<file path="config.mk">
export PLATFORM = sky130hd
export DESIGN_NAME = regfile_write_arbiter_flat
export DESIGN_NICKNAME = d
export VERILOG_FILES = /design/src/rtl/regfile_write_arbiter_if.sv /design/src/rtl/regfile_write_arbiter.sv /design/src/flat_wrapper.sv
export SDC_FILE = /design/constraint.sdc
export NUM_CORES = 1
export LEC_CHECK = 0
export ABC_AREA = 1
export CAP_MARGIN = 20
export CELL_PAD_IN_SITES_DETAIL_PLACEMENT = 1
export CELL_PAD_IN_SITES_GLOBAL_PLACEMENT = 1
export CORE_UTILIZATION = 30
export CTS_BUF_LIST = sky130_fd_sc_hd__clkbuf_8
export DETAILED_ROUTE_END_ITERATION = 16
export PLACE_DENSITY = 0.95
export SLEW_MARGIN = 30
export SYNTH_ARGS = -nofsm -noshare
export SYNTH_HDL_FRONTEND = slang
export SYNTH_SLANG_ARGS = --single-unit
</file>
<file path="constraint.sdc">
create_clock -name CLK -period 2.3 [get_ports CLK]
set_input_delay 0.23 -clock CLK [delete_from_list [all_inputs] [get_ports CLK]]
set_output_delay 0.23 -clock CLK [all_outputs]
set_load 0.005 [all_outputs]
</file>
<file path="src/rtl/regfile_write_arbiter_if.sv">
// regfile_write_arbiter_if: writeback request, register-file write port and hazard signals
interface regfile_write_arbiter_if #(
   parameter int DATA_WIDTH = 8,
   parameter int ADDR_WIDTH = 3
);
   localparam int NREG = 2**ADDR_WIDTH;
   logic                  REQA_VALID;
   logic                  REQA_READY;
   logic [ADDR_WIDTH-1:0] REQA_ADDR;
   logic [DATA_WIDTH-1:0] REQA_DATA;
   logic                  REQB_VALID;
   logic                  REQB_READY;
   logic [ADDR_WIDTH-1:0] REQB_ADDR;
   logic [DATA_WIDTH-1:0] REQB_DATA;
   logic [ADDR_WIDTH-1:0] RD_ADDR1;
   logic [ADDR_WIDTH-1:0] RD_ADDR2;
   logic                  WRITE;
   logic [ADDR_WIDTH-1:0] INADDRESS;
   logic [DATA_WIDTH-1:0] IN;
   logic [NREG-1:0]       PENDING;
   logic                  HAZARD;
   logic                  STALL;
   modport master (
      output REQA_VALID, REQA_ADDR, REQA_DATA, REQB_VALID, REQB_ADDR, REQB_DATA, RD_ADDR1, RD_ADDR2,
      input  REQA_READY, REQB_READY, WRITE, INADDRESS, IN, PENDING, HAZARD, STALL
   );
   modport slave (
      input  REQA_VALID, REQA_ADDR, REQA_DATA, REQB_VALID, REQB_ADDR, REQB_DATA, RD_ADDR1, RD_ADDR2,
      output REQA_READY, REQB_READY, WRITE, INADDRESS, IN, PENDING, HAZARD, STALL
   );
endinterface

</file>
<file path="src/rtl/regfile_write_arbiter.sv">
// regfile_write_arbiter: round-robin sharing of the register-file write port between ALU (A) and load (B) writeback
module regfile_write_arbiter #(
   parameter int DATA_WIDTH = 8,
   parameter int ADDR_WIDTH = 3,
   parameter bit PROTECT_R0 = 1'b0
) (
   input logic                    CLK,
   input logic                    RESET,
   regfile_write_arbiter_if.slave bus
);
   localparam int NREG = 2**ADDR_WIDTH;
   typedef enum logic {PRIO_A, PRIO_B} prio_t;
   prio_t                 prio_q, prio_d;
   logic                  write_q, write_d;
   logic [ADDR_WIDTH-1:0] addr_q, addr_d, addr_sel;
   logic [DATA_WIDTH-1:0] data_q, data_d;
   logic [NREG-1:0]       pending_q, pending_d;
   logic                  grant_a, grant_b, xfer;
   always_comb begin
      grant_a   = ~RESET & bus.REQA_VALID & (~bus.REQB_VALID | (prio_q == PRIO_A));
      grant_b   = ~RESET & bus.REQB_VALID & ~grant_a;
      xfer      = grant_a | grant_b;
      addr_sel  = grant_a ? bus.REQA_ADDR : bus.REQB_ADDR;
      prio_d    = grant_a ? PRIO_B : grant_b ? PRIO_A : prio_q;
      // protected r0 writes complete the handshake but never reach the register file
      write_d   = xfer & ~(PROTECT_R0 && (addr_sel == '0));
      addr_d    = xfer ? addr_sel : addr_q;
      data_d    = grant_a ? bus.REQA_DATA : grant_b ? bus.REQB_DATA : data_q;
      pending_d = (pending_q & ~(NREG'(write_q) << addr_q)) | (NREG'(write_d) << addr_d);
   end
   always_ff @(posedge CLK) begin
      if (RESET) begin
         prio_q    <= PRIO_A;
         write_q   <= 1'b0;
         addr_q    <= '0;
         data_q    <= '0;
         pending_q <= '0;
      end else begin
         prio_q    <= prio_d;
         write_q   <= write_d;
         addr_q    <= addr_d;
         data_q    <= data_d;
         pending_q <= pending_d;
      end
   end
   assign bus.REQA_READY = grant_a;
   assign bus.REQB_READY = grant_b;
   assign bus.WRITE      = write_q;
   assign bus.INADDRESS  = addr_q;
   assign bus.IN         = data_q;
   assign bus.PENDING    = pending_q;
   assign bus.HAZARD     = pending_q[bus.RD_ADDR1] | pending_q[bus.RD_ADDR2];
   assign bus.STALL      = (bus.REQA_VALID & ~grant_a) | (bus.REQB_VALID & ~grant_b);
endmodule

</file>
<file path="src/flat_wrapper.sv">
// flat-port wrapper written by rule: the top's interface ports become plain ports
module regfile_write_arbiter_flat 
#(
   parameter int DATA_WIDTH = 8,
   parameter int ADDR_WIDTH = 3,
   parameter bit PROTECT_R0 = 1'b0
)
  (CLK, RESET, bus_REQA_VALID, bus_REQA_ADDR, bus_REQA_DATA, bus_REQB_VALID, bus_REQB_ADDR, bus_REQB_DATA, bus_RD_ADDR1, bus_RD_ADDR2, bus_REQA_READY, bus_REQB_READY, bus_WRITE, bus_INADDRESS, bus_IN, bus_PENDING, bus_HAZARD, bus_STALL);
  regfile_write_arbiter_if #(.DATA_WIDTH(DATA_WIDTH), .ADDR_WIDTH(ADDR_WIDTH)) bus_i ();
  input logic CLK;
  input logic RESET;
  input wire logic [$bits(bus_i.REQA_VALID)-1:0] bus_REQA_VALID;
  input wire logic [$bits(bus_i.REQA_ADDR)-1:0] bus_REQA_ADDR;
  input wire logic [$bits(bus_i.REQA_DATA)-1:0] bus_REQA_DATA;
  input wire logic [$bits(bus_i.REQB_VALID)-1:0] bus_REQB_VALID;
  input wire logic [$bits(bus_i.REQB_ADDR)-1:0] bus_REQB_ADDR;
  input wire logic [$bits(bus_i.REQB_DATA)-1:0] bus_REQB_DATA;
  input wire logic [$bits(bus_i.RD_ADDR1)-1:0] bus_RD_ADDR1;
  input wire logic [$bits(bus_i.RD_ADDR2)-1:0] bus_RD_ADDR2;
  output wire logic [$bits(bus_i.REQA_READY)-1:0] bus_REQA_READY;
  output wire logic [$bits(bus_i.REQB_READY)-1:0] bus_REQB_READY;
  output wire logic [$bits(bus_i.WRITE)-1:0] bus_WRITE;
  output wire logic [$bits(bus_i.INADDRESS)-1:0] bus_INADDRESS;
  output wire logic [$bits(bus_i.IN)-1:0] bus_IN;
  output wire logic [$bits(bus_i.PENDING)-1:0] bus_PENDING;
  output wire logic [$bits(bus_i.HAZARD)-1:0] bus_HAZARD;
  output wire logic [$bits(bus_i.STALL)-1:0] bus_STALL;
  assign bus_i.REQA_VALID = bus_REQA_VALID;
  assign bus_i.REQA_ADDR = bus_REQA_ADDR;
  assign bus_i.REQA_DATA = bus_REQA_DATA;
  assign bus_i.REQB_VALID = bus_REQB_VALID;
  assign bus_i.REQB_ADDR = bus_REQB_ADDR;
  assign bus_i.REQB_DATA = bus_REQB_DATA;
  assign bus_i.RD_ADDR1 = bus_RD_ADDR1;
  assign bus_i.RD_ADDR2 = bus_RD_ADDR2;
  assign bus_REQA_READY = bus_i.REQA_READY;
  assign bus_REQB_READY = bus_i.REQB_READY;
  assign bus_WRITE = bus_i.WRITE;
  assign bus_INADDRESS = bus_i.INADDRESS;
  assign bus_IN = bus_i.IN;
  assign bus_PENDING = bus_i.PENDING;
  assign bus_HAZARD = bus_i.HAZARD;
  assign bus_STALL = bus_i.STALL;
  regfile_write_arbiter #(.DATA_WIDTH(DATA_WIDTH), .ADDR_WIDTH(ADDR_WIDTH), .PROTECT_R0(PROTECT_R0)) u_core (.CLK(CLK), .RESET(RESET), .bus(bus_i));
endmodule
</file>
==> run_results.csv, run 1 <==
group,metric,value,unit
status,status,"completed",
place,dpl.hpwl,2.81,mm
pwr,swShare,0.285,
synth,synth.distinct_cells,27,
synth,synth.most_common_cell,"nand2_1",
synth,ys_seq_elements,21,
timing,fin_crit,2.03,ns
layout,final_layout_size_suffix_gt1_frac,0.0705,
layout,area_delta_synth_final,56.1,%
floorplan,num_rows,22,
synth,syn_nets,202,
timing,timing.final.max_slew_violations,0,
layout,regArea,420,um2
timing,grt_setup_unrepaired,"no",
route,routed_via_density,4.93,
synth,synth-edff-count,0,
clock_tree,clk_pin_slew,0.08,ns
floorplan,ios,56,
route,routed_wirelength,3.48,mm
grt,gr-usage-all-layers,0.189,
synth,syn_avg_cell_area,6.73,um2
synth,synthSimpleGateAreaFrac,0.298,
critical_path,worst-path-max-fanout,6,
grt,grt_overflow,0,
pwr,p_leak,0.732,nW
grt,grt_max_degree,15,
clock_tree,clockBufferDepth,2,
route,drtIter0Drc,43,
pwr,comb_power_share,0.276,
route,antenna_left,0,
critical_path,worst_setup_path_end_kind,"output pin",
layout,fillers,472,
critical_path,cp.required,2.07,ns
critical_path,start_kind,"input port",
synth,async_flop_share,0,
synth,synthAdderAreaFrac,0,
pwr,p_sw,0.261,mW
timing,hold_viol,0,
timing,finalSetupViolCount,0,
clock_tree,cts_buffers,3,
layout,multiInputGateArea,606,um2
synth,synth_xor_area_frac,0,
floorplan,start_util,0.313,
place,gp_congestion,0.793,
timing,tightestPinTransition,0.347,ns
clock_tree,htreeDepth,1,
route,drc,0,
route,num_vias,1357,
timing,setup_tns,0,ns
synth,syn_inst,170,
synth,yosysSeqAreaShare,0.367,
synth,synth_area,1140,um2
synth,synth_top_family_by_area,"simple AND/OR/NAND/NOR gates",
clock_tree,cts_tree,"done",
hold_path,hp-class,"flip-flop to flip-flop",
pwr,clkPwrFrac,0.271,
synth,synthMuxAreaShare,0,
pwr,ir_worst_vdd,0.200,mV
clock_tree,ctsHoldBuffers,0,
clock_tree,cts.sinks,21,
layout,utilization,0.488,
floorplan,fp.dieH,63.8,um
synth,ys.flop_type,"dfxtp_1",
layout,nNetsFinal,260,
timing,setup_slack,0.270,ns
route,wl_per_cell,12.7,um
pwr,sequentialPowerShare,0.453,
clock_tree,cts_root_buf,"clkbuf_8",
pwr,p_int,0.654,mW
clock_tree,insertion_delay,0.27,ns
timing,fin_crit_sh,0.883,
timing,slew_headroom,0.769,
place,portBuffers,55,
floorplan,dieArea,4070,um2
synth,synth-compound-area-share,0.231,
flow_run,cap_violations,0,
pwr,power.density,512,nW/um2
clock_tree,post-cts-setup-buffers,0,
synth,yosysTopAreaCell,"dfxtp_1",
grt,antenna_found_initial,0,
route,dr.pass1.iters,4,
floorplan,core_area,3660,um2
critical_path,critPathKind,"input port to output pin",
clock_tree,cts_resized,0,
critical_path,arrival,1.80,ns
timing,fin_skew,0.00540,ns
timing,fmax,0.493,GHz
synth,yosysWarnings,0,
layout,n_antenna_cell,0,
grt,first_global_vias,1404,
synth,synth_common_cells,"nand2_1, dfxtp_1, inv_1",
timing,hold_ws,0.488,ns
synth,yosysTopAreaCellShare,0.367,
synth,synthTopCellsByArea,"dfxtp_1, nand2_1, a21oi_1",
grt,grt_first_pass_wirelength,6.04,mm
floorplan,fp.dieW,63.8,um
place,dpl_worst_slack,0.260,ns
critical path, stage by stage:
cell and delay (ns):
clkdlybuf4s50_1 0.52, nand2_1 0.19, nand3_4 0.11, inv_2 0.05, nor3_2 0.15, o22ai_1 0.10
clkdlybuf4s50_1 0.46
layer usage:
| metal | share of wire | GRT usage | vias to the layer above |
|---|---|---|---|
| met5 | 0 | 0 | - |
| met4 | 0.013 | 0.0597 | 0 |
| met3 | 0.074 | 0.0482 | 5 |
| met2 | 0.48 | 0.346 | 52 |
| met1 | 0.43 | 0.210 | 619 |
| li1 | - | - | 681 |
power by group through the flow:
stage	Sequential [mW]	Clock [mW]	Combinational [mW]
floorplan	0.421	0	0.104
global placement	0.422	0	0.247
detailed placement	0.423	0	0.254
CTS	0.415	0.256	0.255
global route	0.419	0.270	0.280
finish	0.415	0.248	0.253
metrics by stage:
stage / cells / total power [mW] / instance area, um2
after floorplan: 170 / 0.525 / 1140
after global placement: 271 / 0.669 / 1740
after detailed placement: 271 / 0.677 / 1740
after CTS: 275 / 0.926 / 1790
after global routing: 275 / 0.969 / 1790
final: 275 / 0.915 / 1790
cells by family after synthesis:
kind of cell	count (synthesis)
buf+inv	26
compound gates	47
flops	21
simple gates	76
area by class of cell:
cell class	instances	share of cell area
inverters	20	0.0420
flip-flops and latches	21	0.235
repair buffers	59	0.325
clock buffers	3	0.0231
well taps	48	0.0336
clock inverters	1	0.00210
multi-input cells	123	0.339
sequential cells by signal, summed over array words and instances, names as in the netlist:
signal / flops
u_core.bus.PENDING: 8
u_core.prio_q: 1
u_core.bus.INADDRESS: 3
u_core.bus.IN: 8
u_core.bus.WRITE: 1
placed cells by master (no fill, tap or decap), types with 4 or more instances in the layout:
cell / instances
nand3_1: 13
clkdlybuf4s50_1: 55
buf_4: 4
nor2_1: 12
o21ai_0: 12
a21oi_1: 17
dfxtp_1: 21
a31oi_1: 7
inv_1: 19
nand2_1: 42
path summary, 6_finish.rpt:
| check | slack (ns) | from | to | depth (start not counted) |
|---|---|---|---|---|
| worst max-delay path | 0.27 | bus_REQB_VALID | bus_STALL | 7 |
| worst min-delay path | 0.49 | u_core.prio_q | u_core.prio_q | 2 |
| worst max register to register | 0.86 | u_core.prio_q | u_core.bus.PENDING[1] | 8 |
| worst min register to register | 0.49 | u_core.prio_q | u_core.prio_q | 2 |
Note: power is estimated with default switching activity, not from simulation.
==> run 2: changes to the inputs <==
Settings changed: CORE_UTILIZATION 30 to 29, CTS_BUF_LIST sky130_fd_sc_hd__clkbuf_8 to unset.
==> run 2 against run 1 <==
Effect of this change:
- final cell count stayed put
- worst hold slack worse by 0.015 ns
- global-route usage is 0.95 points lower
- non-clock buffer count stayed put
- critical endpoint unchanged
==> run_results.csv, run 2 (synthesis gave the netlist of run 1 again) <==
group,metric,value,unit
status,status,"completed",
timing,setup_tns,0,ns
grt,grt_max_degree,15,
hold_path,min_to,"u_core.prio_q",
clock_tree,post-cts-setup-buffers,0,
timing,fin_crit,2.05,ns
clock_tree,ctsHoldBuffers,0,
hold_path,hp-class,"flip-flop to flip-flop",
floorplan,dieArea,4200,um2
critical_path,worst-path-max-fanout,6,
clock_tree,cts_root_buf,"clkbuf_8",
grt,grt_first_pass_wirelength,5.88,mm
clock_tree,insertion_delay,0.26,ns
timing,fin_skew,0.00640,ns
floorplan,fp.dieW,64.8,um
layout,nNetsFinal,260,
route,wl_per_cell,12.7,um
timing,fin_crit_sh,0.890,
route,num_vias,1343,
critical_path,rr_startpoint,"u_core.prio_q",
route,drc,0,
floorplan,core_area,3720,um2
layout,final_common_cell,"clkdlybuf4s50_1",
place,place_inst,271,
pwr,p_leak,0.731,nW
critical_path,reg2regPathDepth,8,
layout,n_antenna_cell,0,
route,routed_via_density,4.88,
floorplan,fp.dieH,64.8,um
clock_tree,cts_buffers,3,
timing,hold_ws,0.472,ns
route,antenna_left,0,
clock_tree,clk_pin_slew,0.08,ns
critical_path,rrSetupSlack,0.83,ns
place,portBuffers,55,
clock_tree,cts.sinks,21,
timing,grt_setup_unrepaired,"no",
grt,antenna_found_initial,0,
hold_path,min_from,"u_core.prio_q",
critical_path,path_cells,"clkdlybuf4s50_1 -> nand2_1 -> nand3_4 -> inv_2 -> nor3_2 -> o22ai_1 -> clkdlybuf4s50_1",
timing,fmax,0.488,GHz
timing,tightestPinTransition,0.377,ns
clock_tree,htreeDepth,1,
place,dpl.hpwl,2.78,mm
critical_path,cpPeakStageDelay,0.54,ns
floorplan,num_rows,22,
timing,timing.final.max_slew_violations,0,
layout,final_cell_mix,"clkdlybuf4s50_1, nand2_1, dfxtp_1",
critical_path,critPathMostFrequentCell,"clkdlybuf4s50_1",
floorplan,ios,56,
clock_tree,cts_tree,"done",
clock_tree,cts_resized,0,
grt,grt_overflow,0,
place,gp_congestion,0.754,
timing,finalSetupViolCount,0,
critical_path,critPathKind,"input port to output pin",
critical_path,cp.required,2.07,ns
critical_path,crit_path_top_delay_cell,"clkdlybuf4s50_1",
layout,stdcell_count,275,
critical_path,worst_setup_path_end_kind,"output pin",
pwr,power.density,511,nW/um2
critical_path,start_kind,"input port",
route,dr.pass1.iters,4,
route,routed_wirelength,3.48,mm
layout,area_delta_synth_final,56.2,%
clock_tree,clockBufferDepth,2,
pwr,ir_worst_vdd,0.225,mV
pwr,power,0.913,mW
grt,gr-usage-all-layers,0.179,
timing,slew_headroom,0.748,
hold_path,holdPathStages,2,
floorplan,start_util,0.308,
route,drtIter0Drc,63,
flow_run,cap_violations,0,
layout,utilization,0.481,
critical_path,regToRegEndpoint,"u_core.bus.PENDING[3]",
timing,hold_viol,0,
layout,final_layout_size_suffix_gt1_frac,0.0749,
critical_path,arrival,1.82,ns
grt,first_global_vias,1338,
==> run 2: cell types whose count changed in the layout (fill, tap and decap cells not counted) <==
cell / delta
clkinv_2: +1
inv_1: -1
==> run 2: layout make-up <==
cell class	count	area, um2
Clock buffer	3	41.3
Clock inverter	1	5.00
Fill cell	486	1930
Inverter	20	75.1
Multi-Input combinational cell	123	606
Sequential cell	21	420
Tap cell	48	60.1
Timing Repair Buffer	59	581
==> run 2: worst max path at each step <==
| stage | slack (ns) | end | start |
|---|---|---|---|
| final | 0.25 | bus_STALL | bus_REQB_VALID |
| after global routing | 0.11 | bus_STALL | bus_REQB_VALID |
| after CTS | 0.24 | bus_STALL | bus_REQB_VALID |
| after detailed placement | 0.24 | bus_STALL | bus_REQB_VALID |
| after global placement | 0.32 | bus_STALL | bus_REQB_VALID |
| after floorplan | 1.13 | u_core.bus.IN[7] | bus_REQB_VALID |
==> run 2: through the flow <==
| stage | worst slack (ns) | area [um2] |
|---|---|---|
| 6_report | 0.253 | 1790 |
| 3_3_place_gp | 0.318 | 1740 |
| 5_1_grt | 0.114 | 1790 |
| 3_5_place_dp | 0.239 | 1740 |
| 2_1_floorplan | 1.13 | 1140 |
| 4_1_cts | 0.238 | 1790 |
==> run 2: power breakdown <==
part	switching, mW	leakage [nW]	internal [mW]	total (mW)
clock network	0.124	0.0255	0.121	0.245
logic	0.110	0.532	0.143	0.253
registers	0.0231	0.174	0.392	0.415
==> run 2: worst max-delay path: cells and delay by family <==
| kind | cells | cell delay (ns) |
|---|---|---|
| compound gates | 1 | 0.09 |
| buf+inv | 3 | 1.04 |
| simple gates | 3 | 0.45 |
==> run 2: per-layer routing <==
layer,global-route usage,up-vias,wire (um)
met4,0.0333,0,16
met3,0.0475,2,281
met5,0,-,0
met2,0.333,55,1640
li1,-,680,-
met1,0.202,606,1540
==> run 3: changes to the inputs <==
Settings changed: CAP_MARGIN 20 to 10, REMOVE_ABC_BUFFERS set to 1.
==> run 3 against run 2 <==
Effect of this change:
- fmax is 1.3% lower
- clock power about the same
- first-iteration DRC count fell by 43%
- die area unchanged
- critical path type unchanged
- largest power group unchanged
==> run_results.csv, run 3 (synthesis gave the netlist of run 1 again) <==
group,metric,value,unit
timing,grt_setup_unrepaired,"no",
critical_path,worst_setup_path_end_kind,"output pin",
clock_tree,clockBufferDepth,2,
timing,fin_skew,0.00249,ns
grt,met3_usage,0.0546,
grt,first_global_vias,1334,
clock_tree,cts_buffers,3,
critical_path,critPathMostFrequentCell,"clkdlybuf4s50_1",
place,dpl.hpwl,2.86,mm
layout,n_antenna_cell,0,
layout,final_cell_mix,"clkdlybuf4s50_1, nand2_1, dfxtp_1",
layout,nNetsFinal,260,
timing,fin_crit,2.07,ns
timing,timing.final.max_slew_violations,0,
route,antenna_left,0,
status,status,"completed",
route,wl_per_cell,12.8,um
hold_path,holdPathStages,2,
timing,fin_crit_sh,0.902,
grt,grtUsageMet1,0.214,
critical_path,start_kind,"input port",
critical_path,arrival,1.84,ns
critical_path,cpPeakStageDelay,0.53,ns
critical_path,regToRegEndpoint,"u_core.bus.PENDING[1]",
critical_path,critPathKind,"input port to output pin",
timing,hold_ws,0.471,ns
grt,gr-max-usage-layer,"met2",
timing,hold_viol,0,
place,place_inst,271,
critical_path,reg2regPathDepth,8,
clock_tree,clk_pin_slew,0.08,ns
route,routed_wirelength,3.53,mm
grt,grt_first_pass_wirelength,5.94,mm
route,routed_via_density,4.88,
pwr,power.density,511,nW/um2
layout,final_layout_size_suffix_gt1_frac,0.0749,
critical_path,cp.required,2.07,ns
floorplan,fp.dieW,64.8,um
critical_path,path_cells,"clkdlybuf4s50_1 -> nand2_1 -> nand3_4 -> inv_2 -> nor3_2 -> o22ai_1 -> clkdlybuf4s50_1",
clock_tree,ctsHoldBuffers,0,
floorplan,fp.dieH,64.8,um
clock_tree,cts_resized,0,
grt,grt_max_degree,15,
route,num_vias,1342,
pwr,power,0.914,mW
pwr,p_leak,0.731,nW
clock_tree,cts_tree,"done",
critical_path,cp_num_buf_inv,3,
grt,grt_overflow,0,
floorplan,num_rows,22,
grt,antenna_found_initial,0,
hold_path,min_to,"u_core.prio_q",
timing,setup_tns,0,ns
hold_path,hp-class,"flip-flop to flip-flop",
place,gp_congestion,0.764,
floorplan,start_util,0.308,
place,portBuffers,55,
clock_tree,htreeDepth,1,
route,drc,0,
timing,finalSetupViolCount,0,
clock_tree,post-cts-setup-buffers,0,
pwr,ir_worst_vdd,0.303,mV
layout,stdcell_count,275,
layout,utilization,0.481,
grt,grtUsageMet2,0.309,
layout,area_delta_synth_final,56.2,%
critical_path,crit_path_top_delay_cell,"clkdlybuf4s50_1",
clock_tree,insertion_delay,0.26,ns
route,dr.pass1.iters,4,
floorplan,dieArea,4200,um2
hold_path,min_from,"u_core.prio_q",
timing,tightestPinTransition,0.357,ns
floorplan,core_area,3720,um2
flow_run,cap_violations,0,
route,drtIter0Drc,36,
layout,final_common_cell,"clkdlybuf4s50_1",
critical_path,rr_startpoint,"u_core.prio_q",
timing,slew_headroom,0.762,
critical_path,rrSetupSlack,0.82,ns
floorplan,ios,56,
timing,fmax,0.482,GHz
clock_tree,cts_root_buf,"clkbuf_8",
clock_tree,cts.sinks,21,
critical_path,worst-path-max-fanout,6,
grt,gr-usage-all-layers,0.181,
critical_path,cp_top_family,"buffers and inverters",
run 3: cell counts in the layout (fill, tap and decap cells not counted):
No cell type changed its count.
run 3: power breakdown:
part	internal (mW)	switching, mW
Combinational	0.143	0.111
Sequential	0.392	0.0217
Clock	0.121	0.126
Total	0.656	0.258
run 3: how the worst max path moves through the flow:
stage	endpoint	from	slack (ns)	depth (start not counted)
after floorplan	u_core.bus.PENDING[1]	RESET	0.95	7
after global placement	bus_STALL	bus_REQB_VALID	0.32	7
after detailed placement	bus_STALL	bus_REQB_VALID	0.23	7
after CTS	bus_STALL	bus_REQB_VALID	0.21	7
after global routing	bus_STALL	bus_REQB_VALID	0.12	7
final	bus_STALL	bus_REQB_VALID	0.23	7
run 3: metal layers:
metal / vias to the layer above / share of wire / routed length (um)
li1: 681 / - / -
met1: 613 / 0.43 / 1530
met2: 44 / 0.48 / 1710
met3: 4 / 0.072 / 255
met4: 0 / 0.010 / 37
met5: - / 0 / 0
run 3: stage by stage:
stage / worst slack (ns) / cell area, um2
2_1_floorplan: 0.950 / 1100
3_3_place_gp: 0.318 / 1740
3_5_place_dp: 0.229 / 1740
4_1_cts: 0.211 / 1790
5_1_grt: 0.122 / 1790
6_report: 0.226 / 1790
run 3: area by class of cell:
cell class,count,area [um2]
clock inverter,1,5.00
clock buffer,3,41.3
fill,481,1930
inverter,20,75.1
tap,48,60.1
sequential,21,420
multi-input combinational,123,606
timing repair buffer,59,581
run 3: worst register-to-register path, cell delays in order, from the launching register on:
cell and delay, ns:
dfxtp_1 0.32, nand2_1 0.20, nand3_4 0.10, buf_4 0.20, nand2_1 0.10, nand3_1 0.11, nor2_1 0.18, nand2_1 0.07
a21oi_1 0.14
